**src/rtl/video_timing_pkg.sv**
```systemverilog
// Shared raster timing defaults and helpers for video_timing_gen.
// The optional sync trim (macro VIDEO_OFFSET_EN) uses OFS_W-bit signed offsets.
package video_timing_pkg;

    localparam int DEF_COLOR_DEPTH = 6;
    localparam int DEF_HCNT_WIDTH  = 9;
    localparam int DEF_VCNT_WIDTH  = 9;
    localparam int DEF_H_ACTIVE    = 288;
    localparam int DEF_H_FP        = 16;
    localparam int DEF_H_SYNC      = 32;
    localparam int DEF_H_BP        = 48;
    localparam int DEF_V_ACTIVE    = 224;
    localparam int DEF_V_FP        = 8;
    localparam int DEF_V_SYNC      = 3;
    localparam int DEF_V_BP        = 29;
    localparam int OFS_W           = 4;

    function automatic int frame_total(input int active, input int fp, input int sync, input int bp);
        return active + fp + sync + bp;
    endfunction

    function automatic int sync_start(input int active, input int fp);
        return active + fp;
    endfunction

    function automatic int sync_end(input int active, input int fp, input int sync);
        return active + fp + sync;
    endfunction

endpackage

```
**src/rtl/pix_ce_gen.sv**
```systemverilog
// Pixel clock enable: a free-running 2-bit divider yields a one-clk_sys pulse
// every 4th clock (ce_divider=0) or every 2nd clock (ce_divider=1).
module pix_ce_gen (
    input  logic clk_sys,
    input  logic reset_n,
    input  logic ce_divider,
    output logic ce_pix
);

    logic [1:0] div_r;

    // Pulses only ever follow odd divider values, so a mode change cannot double-pulse.
    always_ff @(posedge clk_sys or negedge reset_n) begin
        if (!reset_n) begin
            div_r  <= 2'd0;
            ce_pix <= 1'b0;
        end else begin
            div_r  <= div_r + 2'd1;
            ce_pix <= ce_divider ? div_r[0] : (div_r == 2'd3);
        end
    end

endmodule

```
**src/rtl/video_timing_gen.sv**
```systemverilog
// Raster timing generator: fetch-stage counters/blanking and output-stage blanked RGB with syncs.
// Define VIDEO_OFFSET_EN to add frame-synchronous h_offset/v_offset sync position trims.
module video_timing_gen
    import video_timing_pkg::*;
#(
    parameter int COLOR_DEPTH = DEF_COLOR_DEPTH,
    parameter int HCNT_WIDTH  = DEF_HCNT_WIDTH,
    parameter int VCNT_WIDTH  = DEF_VCNT_WIDTH,
    parameter int H_ACTIVE    = DEF_H_ACTIVE,
    parameter int H_FP        = DEF_H_FP,
    parameter int H_SYNC      = DEF_H_SYNC,
    parameter int H_BP        = DEF_H_BP,
    parameter int V_ACTIVE    = DEF_V_ACTIVE,
    parameter int V_FP        = DEF_V_FP,
    parameter int V_SYNC      = DEF_V_SYNC,
    parameter int V_BP        = DEF_V_BP
) (
    input  logic                   clk_sys,
    input  logic                   reset_n,
    input  logic                   ce_divider,
    input  logic [COLOR_DEPTH-1:0] r_in,
    input  logic [COLOR_DEPTH-1:0] g_in,
    input  logic [COLOR_DEPTH-1:0] b_in,
    output logic                   ce_pix,
    output logic [HCNT_WIDTH-1:0]  hcount,
    output logic [VCNT_WIDTH-1:0]  vcount,
    output logic                   hblank,
    output logic                   vblank,
    output logic [COLOR_DEPTH-1:0] R,
    output logic [COLOR_DEPTH-1:0] G,
    output logic [COLOR_DEPTH-1:0] B,
    output logic                   HSync,
    output logic                   VSync
`ifdef VIDEO_OFFSET_EN
    ,
    input  logic signed [OFS_W-1:0] h_offset,
    input  logic signed [OFS_W-1:0] v_offset
`endif
);

    localparam int H_TOTAL  = frame_total(H_ACTIVE, H_FP, H_SYNC, H_BP);
    localparam int V_TOTAL  = frame_total(V_ACTIVE, V_FP, V_SYNC, V_BP);
    localparam int HS_START = sync_start(H_ACTIVE, H_FP);
    localparam int VS_START = sync_start(V_ACTIVE, V_FP);
    localparam int HRW      = HCNT_WIDTH + 2;
    localparam int VRW      = VCNT_WIDTH + 2;

    if (H_TOTAL > (1 << HCNT_WIDTH)) begin : g_h_width_chk
        $error("H_TOTAL does not fit in HCNT_WIDTH bits");
    end
    if (V_TOTAL > (1 << VCNT_WIDTH)) begin : g_v_width_chk
        $error("V_TOTAL does not fit in VCNT_WIDTH bits");
    end

    logic [HCNT_WIDTH-1:0]   h_next_s;
    logic [VCNT_WIDTH-1:0]   v_next_s;
    logic                    h_last_s;
    logic                    v_last_s;
    logic signed [OFS_W-1:0] h_off_s;
    logic signed [OFS_W-1:0] v_off_s;
    logic [HRW-1:0]          h_rel_s, h_m1_s, h_m2_s;
    logic [VRW-1:0]          v_rel_s, v_m1_s, v_m2_s;
    logic                    hs_act_s;
    logic                    vs_act_s;

    pix_ce_gen u_pix_ce_gen (
        .clk_sys    (clk_sys),
        .reset_n    (reset_n),
        .ce_divider (ce_divider),
        .ce_pix     (ce_pix)
    );

`ifdef VIDEO_OFFSET_EN
    logic signed [OFS_W-1:0] h_off_r;
    logic signed [OFS_W-1:0] v_off_r;

    // Offsets load only as the raster wraps to (0,0), so a frame is never torn.
    always_ff @(posedge clk_sys or negedge reset_n) begin
        if (!reset_n) begin
            h_off_r <= '0;
            v_off_r <= '0;
        end else if (ce_pix && h_last_s && v_last_s) begin
            h_off_r <= h_offset;
            v_off_r <= v_offset;
        end
    end

    assign h_off_s = h_off_r;
    assign v_off_s = v_off_r;
`else
    assign h_off_s = '0;
    assign v_off_s = '0;
`endif

    // Next raster position; both counters wrap on the same pixel at the frame end.
    always_comb begin
        h_last_s = (hcount == HCNT_WIDTH'(H_TOTAL - 1));
        v_last_s = (vcount == VCNT_WIDTH'(V_TOTAL - 1));
        v_next_s = vcount;
        if (h_last_s) begin
            h_next_s = '0;
            if (v_last_s) begin
                v_next_s = '0;
            end else begin
                v_next_s = vcount + VCNT_WIDTH'(1);
            end
        end else begin
            h_next_s = hcount + HCNT_WIDTH'(1);
        end
    end

    // Sync windows as distance from the (offset) sync start, reduced modulo the line/frame total.
    always_comb begin
        h_rel_s  = HRW'(hcount) + HRW'(H_TOTAL - HS_START) - HRW'(h_off_s);
        h_m1_s   = (h_rel_s >= HRW'(H_TOTAL)) ? h_rel_s - HRW'(H_TOTAL) : h_rel_s;
        h_m2_s   = (h_m1_s >= HRW'(H_TOTAL)) ? h_m1_s - HRW'(H_TOTAL) : h_m1_s;
        hs_act_s = (h_m2_s < HRW'(H_SYNC));
        v_rel_s  = VRW'(vcount) + VRW'(V_TOTAL - VS_START) - VRW'(v_off_s);
        v_m1_s   = (v_rel_s >= VRW'(V_TOTAL)) ? v_rel_s - VRW'(V_TOTAL) : v_rel_s;
        v_m2_s   = (v_m1_s >= VRW'(V_TOTAL)) ? v_m1_s - VRW'(V_TOTAL) : v_m1_s;
        vs_act_s = (v_m2_s < VRW'(V_SYNC));
    end

    // Fetch stage advances the raster; output stage registers the pixel the fetch stage presented.
    always_ff @(posedge clk_sys or negedge reset_n) begin
        if (!reset_n) begin
            hcount <= '0;
            vcount <= '0;
            hblank <= 1'b0;
            vblank <= 1'b0;
            R      <= '0;
            G      <= '0;
            B      <= '0;
            HSync  <= 1'b1;
            VSync  <= 1'b1;
        end else if (ce_pix) begin
            hcount <= h_next_s;
            vcount <= v_next_s;
            hblank <= (h_next_s >= HCNT_WIDTH'(H_ACTIVE));
            vblank <= (v_next_s >= VCNT_WIDTH'(V_ACTIVE));
            R      <= (hblank || vblank) ? '0 : r_in;
            G      <= (hblank || vblank) ? '0 : g_in;
            B      <= (hblank || vblank) ? '0 : b_in;
            HSync  <= ~hs_act_s;
            VSync  <= ~vs_act_s;
        end
    end

endmodule

```
**config.mk**
```make
export PLATFORM = sky130hd
export DESIGN_NAME = video_timing_gen
export DESIGN_NICKNAME = d
export VERILOG_FILES = /design/src/rtl/video_timing_pkg.sv /design/src/rtl/pix_ce_gen.sv /design/src/rtl/video_timing_gen.sv
export SDC_FILE = /design/constraint.sdc
export NUM_CORES = 1
export LEC_CHECK = 0
export ABC_CLOCK_PERIOD_IN_PS = 3260
export BUFFER_PORTS_ARGS = -buffer_cell sky130_fd_sc_hd__clkbuf_2
export CORE_MARGIN = 10
export CORE_UTILIZATION = 55
export CTS_BUF_LIST = sky130_fd_sc_hd__clkbuf_2 sky130_fd_sc_hd__clkbuf_4 sky130_fd_sc_hd__clkbuf_8
export DETAILED_ROUTE_END_ITERATION = 12
export HOLD_SLACK_MARGIN = 0.06
export PLACE_DENSITY = 0.89
export SLEW_MARGIN = 5
export SYNTH_ARGS = -nofsm -noshare
export SYNTH_HDL_FRONTEND = slang
export SYNTH_SLANG_ARGS = --single-unit
```
**constraint.sdc**
```tcl
create_clock -name clk_sys -period 3.26 [get_ports clk_sys]
set_input_delay 0.326 -clock clk_sys [delete_from_list [all_inputs] [get_ports clk_sys]]
set_output_delay 0.326 -clock clk_sys [all_outputs]
set_load 0.02 [all_outputs]
```
Word level (Yosys, flattened, before mapping)
Index checks and enable logic that the tools add are counted.
Widths: inputs -> output; s select.
{ "word_totals": {"reg_bits": 43, "inputBits": 21, "output_inout_bits": 41, "wordCells": 45} }
{ "classes": {"addsub": 9, "order_cmp": 8, "eq_ne": 3, "n_mux": 11, "n_bitwise": 2, "reduce_logical": 1} }
{ "ops": {"columns": ["cell", "count"], "rows": [
  ["$mux 11", 4],
  ["$mux 9", 3],
  ["$ge 11x9->1 const B", 2],
  ["$sub 10x9->11 const B", 2],
  ["$sub 11x9->11 const B", 2],
  ["$ge 10x9->1 const B", 2],
  ["$add 9x1->9 const B", 2],
  ["$eq 9x9->1 const B", 2],
  ["$mux 6", 3],
  ["$lt 11x2->1 const B", 1],
  ["$lt 11x6->1 const B", 1],
  ["$add 9x6->10 const B", 1],
  ["$add 9x7->10 const B", 1],
  ["$ge 9x8->1 const B", 1],
  ["$ge 9x9->1 const B", 1],
  ["$add 2x1->2 const B", 1],
  ["$eq 2x2->1 const B", 1],
  ["$not 1->1", 2],
  ["$logic_or 1x1->1", 1],
  ["$mux 1", 1]
]} }

Depth between registers and ports, before layout
Gate-level depths: netlist (run 1).
{ "logic_depth": {"depth_word": 7, "depth_mapped": 12, "ltp_nobuf": 11} }

By module
Synthesis (run 1) repeated with hierarchy kept, for this count alone.
{ "hier_totals": {"hier_cells": 298, "area_unflattened_um2": 2653.8} }
{ "modules_own_cells": {"columns": ["mod", "instances", "cells_per_inst", "area_each_um2", "seq_area_each_um2"], "rows": [
  ["video_timing_gen", 1, 292, 2547.4, 1003.5],
  ["pix_ce_gen", 1, 6, 106.4, 75.1]
]} }

Worst setup path after synthesis (run 1)
Ideal clock, no wire load.
{ "synth_path": {"path_kind": "register to register", "start": "register vcount[4]", "end": "register VSync", "setup_ns": 0.078, "arrival_time_ns": 2.450, "required_time_ns": 3.182, "slack_ns": 0.732, "stages_incl_launch_ff": 13, "path_buffers": 1, "synth_period_minus_slack_ns": 2.528, "path_cell_list": "dfrtp_1 clkbuf_1 inv_1 ha_1 and3_1 a211o_4 nand2_4 nand2_1 o21ai_0 ha_1 inv_1 a211o_1 a41oi_2"} }
{ "synth_via": {"elab_chain_cells": 7, "word_cells_on_any_way": 9, "cone_classes": "3 x add/sub; 3 x order compare; 2 x mux; 1 x bitwise"} }
{ "synth_rtl": {"columns": ["item", "line_no", "rtl"], "rows": [
  ["start: declaration", "video_timing_gen.sv:26", "output logic [VCNT_WIDTH-1:0] vcount,"],
  ["start signal: assignment", "video_timing_gen.sv:138", "vcount <= v_next_s;"],
  ["$add 9x6->10 *", "video_timing_gen.sv:118", "v_rel_s = VRW'(vcount) + VRW'(V_TOTAL - VS_START) - VRW'(v_off_s);"],
  ["$sub 10x9->11 or $ge 10x9->1 (tied branches)", "video_timing_gen.sv:119", "v_m1_s = (v_rel_s >= VRW'(V_TOTAL)) ? v_rel_s - VRW'(V_TOTAL) : v_rel_s;"],
  ["$mux 11 *", "video_timing_gen.sv:119", null],
  ["$sub 11x9->11 or $ge 11x9->1 (tied branches)", "video_timing_gen.sv:120", "v_m2_s = (v_m1_s >= VRW'(V_TOTAL)) ? v_m1_s - VRW'(V_TOTAL) : v_m1_s;"],
  ["$mux 11 *", "video_timing_gen.sv:120", null],
  ["$lt 11x2->1 *", "video_timing_gen.sv:121", "vs_act_s = (v_m2_s < VRW'(V_SYNC));"],
  ["$not 1->1 *", "video_timing_gen.sv:145", "VSync <= ~vs_act_s;"],
  ["end signal: assignment", "video_timing_gen.sv:145", null],
  ["end: declaration", "video_timing_gen.sv:33", "output logic VSync"]
]} }
Mark *: on every way between the ends. The rest lies on a longest branch, timed or not.
A chain may end at the register's enable or synchronous reset.

Worst setup path after layout (run 1)
{ "layout_path": {"start": "register vcount[5]", "end": "register VSync"} }
Same word-level chain as after synthesis.

==> impl_metrics.ini, run 1 <==
[power_and_ir_drop]
p_per_area_nw_per_um2 = 441.3
p_leak_nw = 1.334
p_clk_frac = 0.335
switchingPower_uw = 401.8
combPwrFrac = 0.171
ir_drop_v = 0.0003450
internal_power_uw = 895.2
seq_power_share = 0.494
swShare = 0.3098

[clock_network]
clk_pin_slew_ps = 100
cts_tree = built
htree_levels = 2
cts_resized = 0
cts_buffer_depth = 2
root_buffer = clkbuf_8
cts_sinks = 43
cts_made_buffers = 5
cts_hold_buf = 0
insertion_delay_ps = 310
cts_setup_buffers = 0

[worst_setup_path]
crit_type = register to register
reg2regPathDepth = 10
crit_fanout = 16
crit_top_cell = ha_1
r2r-end = VSync
cp_cell_sequence = ha_1 -> and3_1 -> a211o_4 -> nand2_4 -> nand2_1 -> o21ai_0 -> ha_1 -> inv_1 -> a211o_1 -> a41oi_2
cp.arrival_ps = 2920
ff2ff_setup_slack_ps = 580
r2r-start = vcount[5]
crit_path_top_delay_cell = dfrtp_1
end_kind = register
crit_required_ps = 3490
critical_path.startpoint_type = register
max_stage_delay_ps = 580

[logic_synthesis]
synth.distinct_cells = 50
synthCells = 257
async_flop_share = 1.000
syn_avg_cell_area_um2 = 9.727
syn_nets = 290
yosysWarnings = 0
synth_edf_count = 0
ys_seq_area_frac = 0.4314
synth_area_um2 = 2500
ys_seq_elements = 43
synth_top_flop_cell = dfrtp_1

[timing]
finalMaxSlewViolations = 0
grt_setup_unrepaired = false
fin_crit_sh = 0.8233
finalClockSkew_ps = 12.03
hold_ws_ps = 200.8
setup_viol = 0
slew_headroom = 0.2652
worst_slew_pin_slew_ps = 1096
tns_ps = 0
hold_violations = 0
fmax_ghz = 0.3726
final.min_clock_period_ps = 2684

[floorplan]
io_pins = 62
core_area_um2 = 4384
start_util = 0.5702
chipWidth_um = 87.42
die_area_um2 = 7642
rows = 24
dieHeight_um = 87.42

[routing]
first_pass_iters = 4
drc = 0
drt_iter0_markers = 155
ant_nets = 0
wl_um = 6208
viasPerCell = 5.975
wl_per_cell_um = 17.01
vias = 2181

[finish]
drive_above_1_share = 0.2716
antennaDiodeCount = 0
syn2layout_area_growth_pct = 17.57
num-fill-cells = 340
layout.nets = 345

[job]
cap_violations = 0

[global_route]
grt_pass1_vias = 2205
antenna_found_initial = 0
grt_max_degree = 44
gr-total-overflow = 0
grt_usage = 0.1632
grt_pass1_wl_um = 10280

[place]
hpwl_um = 4484
portBuffers = 61
globalplace.congestion = 0.9831

[outcome]
run_status = complete, no violations

[worst_hold_path]
hold_path.class = primary input to asynchronous set/reset pin
==> worst max-delay path: cells and delay by family, from the launching register on <==
family | cells | cell delay, ps
buffers and inverters | 1 | 70
adder cells (fa/ha/maj) | 2 | 650
AO/OA/AOI/OAI | 4 | 900
flip-flops | 1 | 580
AND/OR/NAND/NOR | 3 | 410
==> layer usage <==
metal	GRT usage	vias to the layer above	wire length, um	part of all wire
li1	-	1058	-	-
met1	0.1850	1029	2619	0.42
met2	0.2811	81	3067	0.49
met3	0.05056	13	409	0.066
met4	0.05652	0	112	0.018
met5	0	-	0	0
==> worst max-delay path by stage <==
stage,endpoint,cells after the start,from
finish,VSync,10,vcount[5]
global route,VSync,9,vcount[5]
CTS,VSync,10,vcount[5]
detailed placement,VSync,10,vcount[5]
global placement,VSync,10,vcount[5]
floorplan,VSync,12,vcount[4]
==> cell usage after synthesis (5+ instances only) <==
cell	count	area, um2
and3_1	7	43.79
nand4_1	7	43.79
o21ai_0	18	90.09
a21oi_1	10	50.05
a22o_1	18	157.7
o31ai_1	5	37.54
dfrtp_1	41	1026
nor2_1	9	33.78
clkbuf_1	7	26.28
xnor2_1	9	78.83
inv_1	14	52.55
nand2_1	22	82.58
mux2i_1	5	50.05
ha_1	12	150.1
nor3_1	7	35.03
nand3_1	13	65.06
buf_2	6	30.03
==> placed cells by master, fill, tap and decap left out, types with 5 or more instances in the layout <==
master     n
clkbuf_8   5
mux2i_1    5
a22o_1    18
dfrtp_1   41
a21oi_1   10
inv_1     14
nor3_1     6
nand3_1   13
and3_1     7
nor2_1     9
nand4_1    7
nand2_1   22
clkbuf_2  61
ha_1      12
o21ai_0   18
xnor2_1    9
o31ai_1    5
==> sequential cells by signal (all words and copies together), names as in the netlist <==
signal / cells
hcount: 9
vcount: 9
B: 6
G: 6
R: 6
u_pix_ce_gen.div_r: 2
HSync: 1
VSync: 1
hblank: 1
u_pix_ce_gen.ce_pix: 1
vblank: 1
==> layout make-up <==
class | instances | area [um2] | area share
Sequential cell | 43 | 1079 | 0.3670
Timing Repair Buffer | 62 | 312.8 | 0.1064
Clock inverter | 3 | 47.55 | 0.01618
Multi-Input combinational cell | 186 | 1314 | 0.4470
Tap cell | 52 | 65.06 | 0.02214
Clock buffer | 5 | 68.82 | 0.02341
Inverter | 14 | 52.55 | 0.01788
==> power by group through the flow <==
stage	Sequential (mW)	Clock [mW]	Combinational, mW
after global placement	0.646	0	0.215
after CTS	0.638	0.444	0.225
after global routing	0.652	0.463	0.249
after detailed placement	0.647	0	0.223
final	0.641	0.434	0.222
after floorplan	0.691	0	0.0811
==> cell families (layout without fill, tap and decap cells) <==
kind of cell,after synthesis,after routing,synth area share
fa+ha+maj,12,12,0.06006
simple gates,79,79,0.1682
mux,8,8,0.03353
compound gates,77,77,0.2267
buf+inv,28,84,0.04505
xor+xnor,10,10,0.03504
flops,43,43,0.4314
==> through the flow <==
step / utilization / worst slack, ps / std cells / area (um2) / total power, mW
5_1_grt: 0.6704 / 384.7 / 365 / 2939 / 1.363
2_1_floorplan: - / 731.7 / 257 / 2500 / 0.7718
3_5_place_dp: 0.6438 / 606.5 / 357 / 2823 / 0.8699
6_report: 0.6704 / 576.0 / 365 / 2939 / 1.297
4_1_cts: 0.6704 / 586.0 / 365 / 2939 / 1.307
3_3_place_gp: 0.6438 / 738.0 / 357 / 2823 / 0.8611
(Power assumes the default switching activity.)
==> run 2, diff against run 1 <==
--- a/config.mk
+++ b/config.mk
@@ -5,14 +5,14 @@
 export SDC_FILE = /design/constraint.sdc
 export NUM_CORES = 1
 export LEC_CHECK = 0
-export ABC_CLOCK_PERIOD_IN_PS = 3260
+export ABC_CLOCK_PERIOD_IN_PS = 2220
 export BUFFER_PORTS_ARGS = -buffer_cell sky130_fd_sc_hd__clkbuf_2
 export CORE_MARGIN = 10
-export CORE_UTILIZATION = 55
+export CORE_UTILIZATION = 50
 export CTS_BUF_LIST = sky130_fd_sc_hd__clkbuf_2 sky130_fd_sc_hd__clkbuf_4 sky130_fd_sc_hd__clkbuf_8
 export DETAILED_ROUTE_END_ITERATION = 12
 export HOLD_SLACK_MARGIN = 0.06
-export PLACE_DENSITY = 0.89
+export PLACE_DENSITY = 0.86
 export SLEW_MARGIN = 5
 export SYNTH_ARGS = -nofsm -noshare
 export SYNTH_HDL_FRONTEND = slang
==> constraint.sdc (replaced) <==
create_clock -name clk_sys -period 2.22 [get_ports clk_sys]
set_input_delay 0.222 -clock clk_sys [delete_from_list [all_inputs] [get_ports clk_sys]]
set_output_delay 0.222 -clock clk_sys [all_outputs]
set_load 0.02 [all_outputs]
==> run 2 against run 1 <==
- register-to-register slack lost 490 ps
- non-clock buffer count grew 28
- die area grew 7.7%
- worst setup slack lost 490 ps
- critical path depth grew 1
- critical path type unchanged
- largest power group unchanged
- total power grew 45%
==> impl_metrics.ini, run 2 (same netlist as run 1, synthesis figures left out) <==
[power_and_ir_drop]
power.total_mw = 1.875
combPwrFrac = 0.227
ir_drop_v = 0.0007392
switchingPower_uw = 598.7
swShare = 0.3192
p_clk_frac = 0.290
seq_power_share = 0.484
p_leak_nw = 1.457
p_per_area_nw_per_um2 = 576.7
internal_power_mw = 1.277

[routing]
ant_nets = 0
viasPerCell = 5.620
vias = 2293
drt_iter0_markers = 169
wl_per_cell_um = 16.31
drc = 0
first_pass_iters = 4
wl_um = 6654

[place]
place_area_um2 = 3067
dp.cells = 397
portBuffers = 61
hpwl_um = 4919
globalplace.congestion = 0.9122
pre_cts_ws_ps = 69.34

[timing]
slew_headroom = 0.2764
finalMaxSlewViolations = 0
hold_violations = 0
fin_crit_sh = 0.9623
finalClockSkew_ps = 7.198
grt_setup_unrepaired = true
tns_ps = 0
fmax_ghz = 0.4681
worst_slack_ps = 83.67
setup_viol = 0
worst_slew_pin_slew_ps = 1080
hold_ws_ps = 124.1
final.min_clock_period_ps = 2136

[floorplan]
start_util = 0.5224
dieHeight_um = 90.71
die_area_um2 = 8228
io_pins = 62
rows = 25
core_area_um2 = 4786
chipWidth_um = 90.71

[clock_network]
root_buffer = clkbuf_8
cts_buffer_depth = 2
cts_sinks = 43
cts_tree = built
htree_levels = 2
insertion_delay_ps = 310
clk_pin_slew_ps = 90
cts_made_buffers = 5

[finish]
design_area_um2 = 3252
utilization = 0.6795
final_cell_mix = clkbuf_2 (61), dfrtp_1 (37), buf_4 (27), nand2_1 (21), a22o_1 (18)
drive_above_1_share = 0.3812
syn2layout_area_growth_pct = 30.08
antennaDiodeCount = 0
layout_commonest_cell = clkbuf_2
stdcell_count = 408
layout.nets = 373
reg.largest.list = hcount (9), vcount (9)

[global_route]
grt_util_met1 = 0.1906
grt_pass1_vias = 2326
grt_max_degree = 34
busiest_layer = met2
grt_usage = 0.1602
antenna_found_initial = 0
gr-total-overflow = 0
grt.met2_usage = 0.2698
grt_pass1_wl_um = 11000
met3_usage = 0.04073

[worst_setup_path]
crit_type = register to register
max_stage_delay_ps = 410
crit_path_top_delay_cell = dfrtp_2
cp.depth = 11
end_kind = register
crit_top_cell = inv_2
critical_path.top_delay_family = compound AO/OA/AOI/OAI gates
cp.arrival_ps = 2370
critPathBufInv = 2
crit_fanout = 6
critical_path.startpoint_type = register
cp_cell_sequence = inv_2 -> ha_4 -> and3_4 -> a211o_4 -> nand2_8 -> nand2_2 -> o21ai_1 -> ha_2 -> inv_2 -> a211o_1 -> a41oi_2
crit_required_ps = 2450
reg2regPathDepth = 11

[job]
cap_violations = 0

[worst_hold_path]
hold_path.class = primary input to register
min_path_cells = 2

[outcome]
run_status = complete, no violations
==> run 2: cell count changes in the layout (fill, tap and decap cells not counted), sizes merged <==
cell / delta
dlygate4sd3: +1
buf: +27
clkinvlp: +1
clkbuf: +1
bufinv: -1
inv: -1
==> run 2: repair_timing <==
action	CTS	global route
hold buffers	1	0
setup buffers	0	2
endpoints found under the setup margin	0	7
hold endpoints to repair	29	0
gates resized for setup	0	13
==> run 2: final cells by class <==
class / count / area [um2]
multi-input cells: 186 / 1401
repair buffers: 90 / 529.3
fillers: 394 / 1534
well taps: 67 / 83.83
clock inverters: 2 / 16.27
inverters: 14 / 55.05
clock buffers: 6 / 82.58
flip-flops and latches: 43 / 1084
==> run 2: worst register-to-register path, stage by stage, from the launching register on <==
cell and delay, ps:
dfrtp_2 410, inv_2 60, ha_4 160, and3_4 180
a211o_4 370, nand2_8 100, nand2_2 40, o21ai_1 70
ha_2 200, inv_2 40, a211o_1 260, a41oi_2 170
==> run 2: power by group through the flow <==
stage | Clock [mW] | Sequential (mW) | Combinational (mW)
floorplan | 0 | 1.02 | 0.121
global placement | 0 | 0.915 | 0.407
detailed placement | 0 | 0.919 | 0.415
CTS | 0.555 | 0.904 | 0.418
global route | 0.574 | 0.919 | 0.467
finish | 0.543 | 0.907 | 0.425
==> run 2: worst paths after layout <==
| kind | from | end | slack, ps |
|---|---|---|---|
| max in group asynchronous | reset_n | B[4] | 1070 |
| worst max register to register | vcount[3] | VSync | 80 |
| min in group asynchronous | reset_n | hcount[1] | 550 |
| worst min-delay path | r_in[4] | R[4] | 120 |
| worst max-delay path | vcount[3] | VSync | 80 |
| worst min register to register | u_pix_ce_gen.div_r[0] | u_pix_ce_gen.div_r[0] | 480 |
==> run 2: metal layers <==
layer | up-vias | part of all wire | wire (um)
met1 | 1110 | 0.42 | 2797
met5 | - | 0 | 0
met4 | 0 | 0.017 | 110
met2 | 57 | 0.51 | 3418
li1 | 1116 | - | -
met3 | 10 | 0.049 | 327
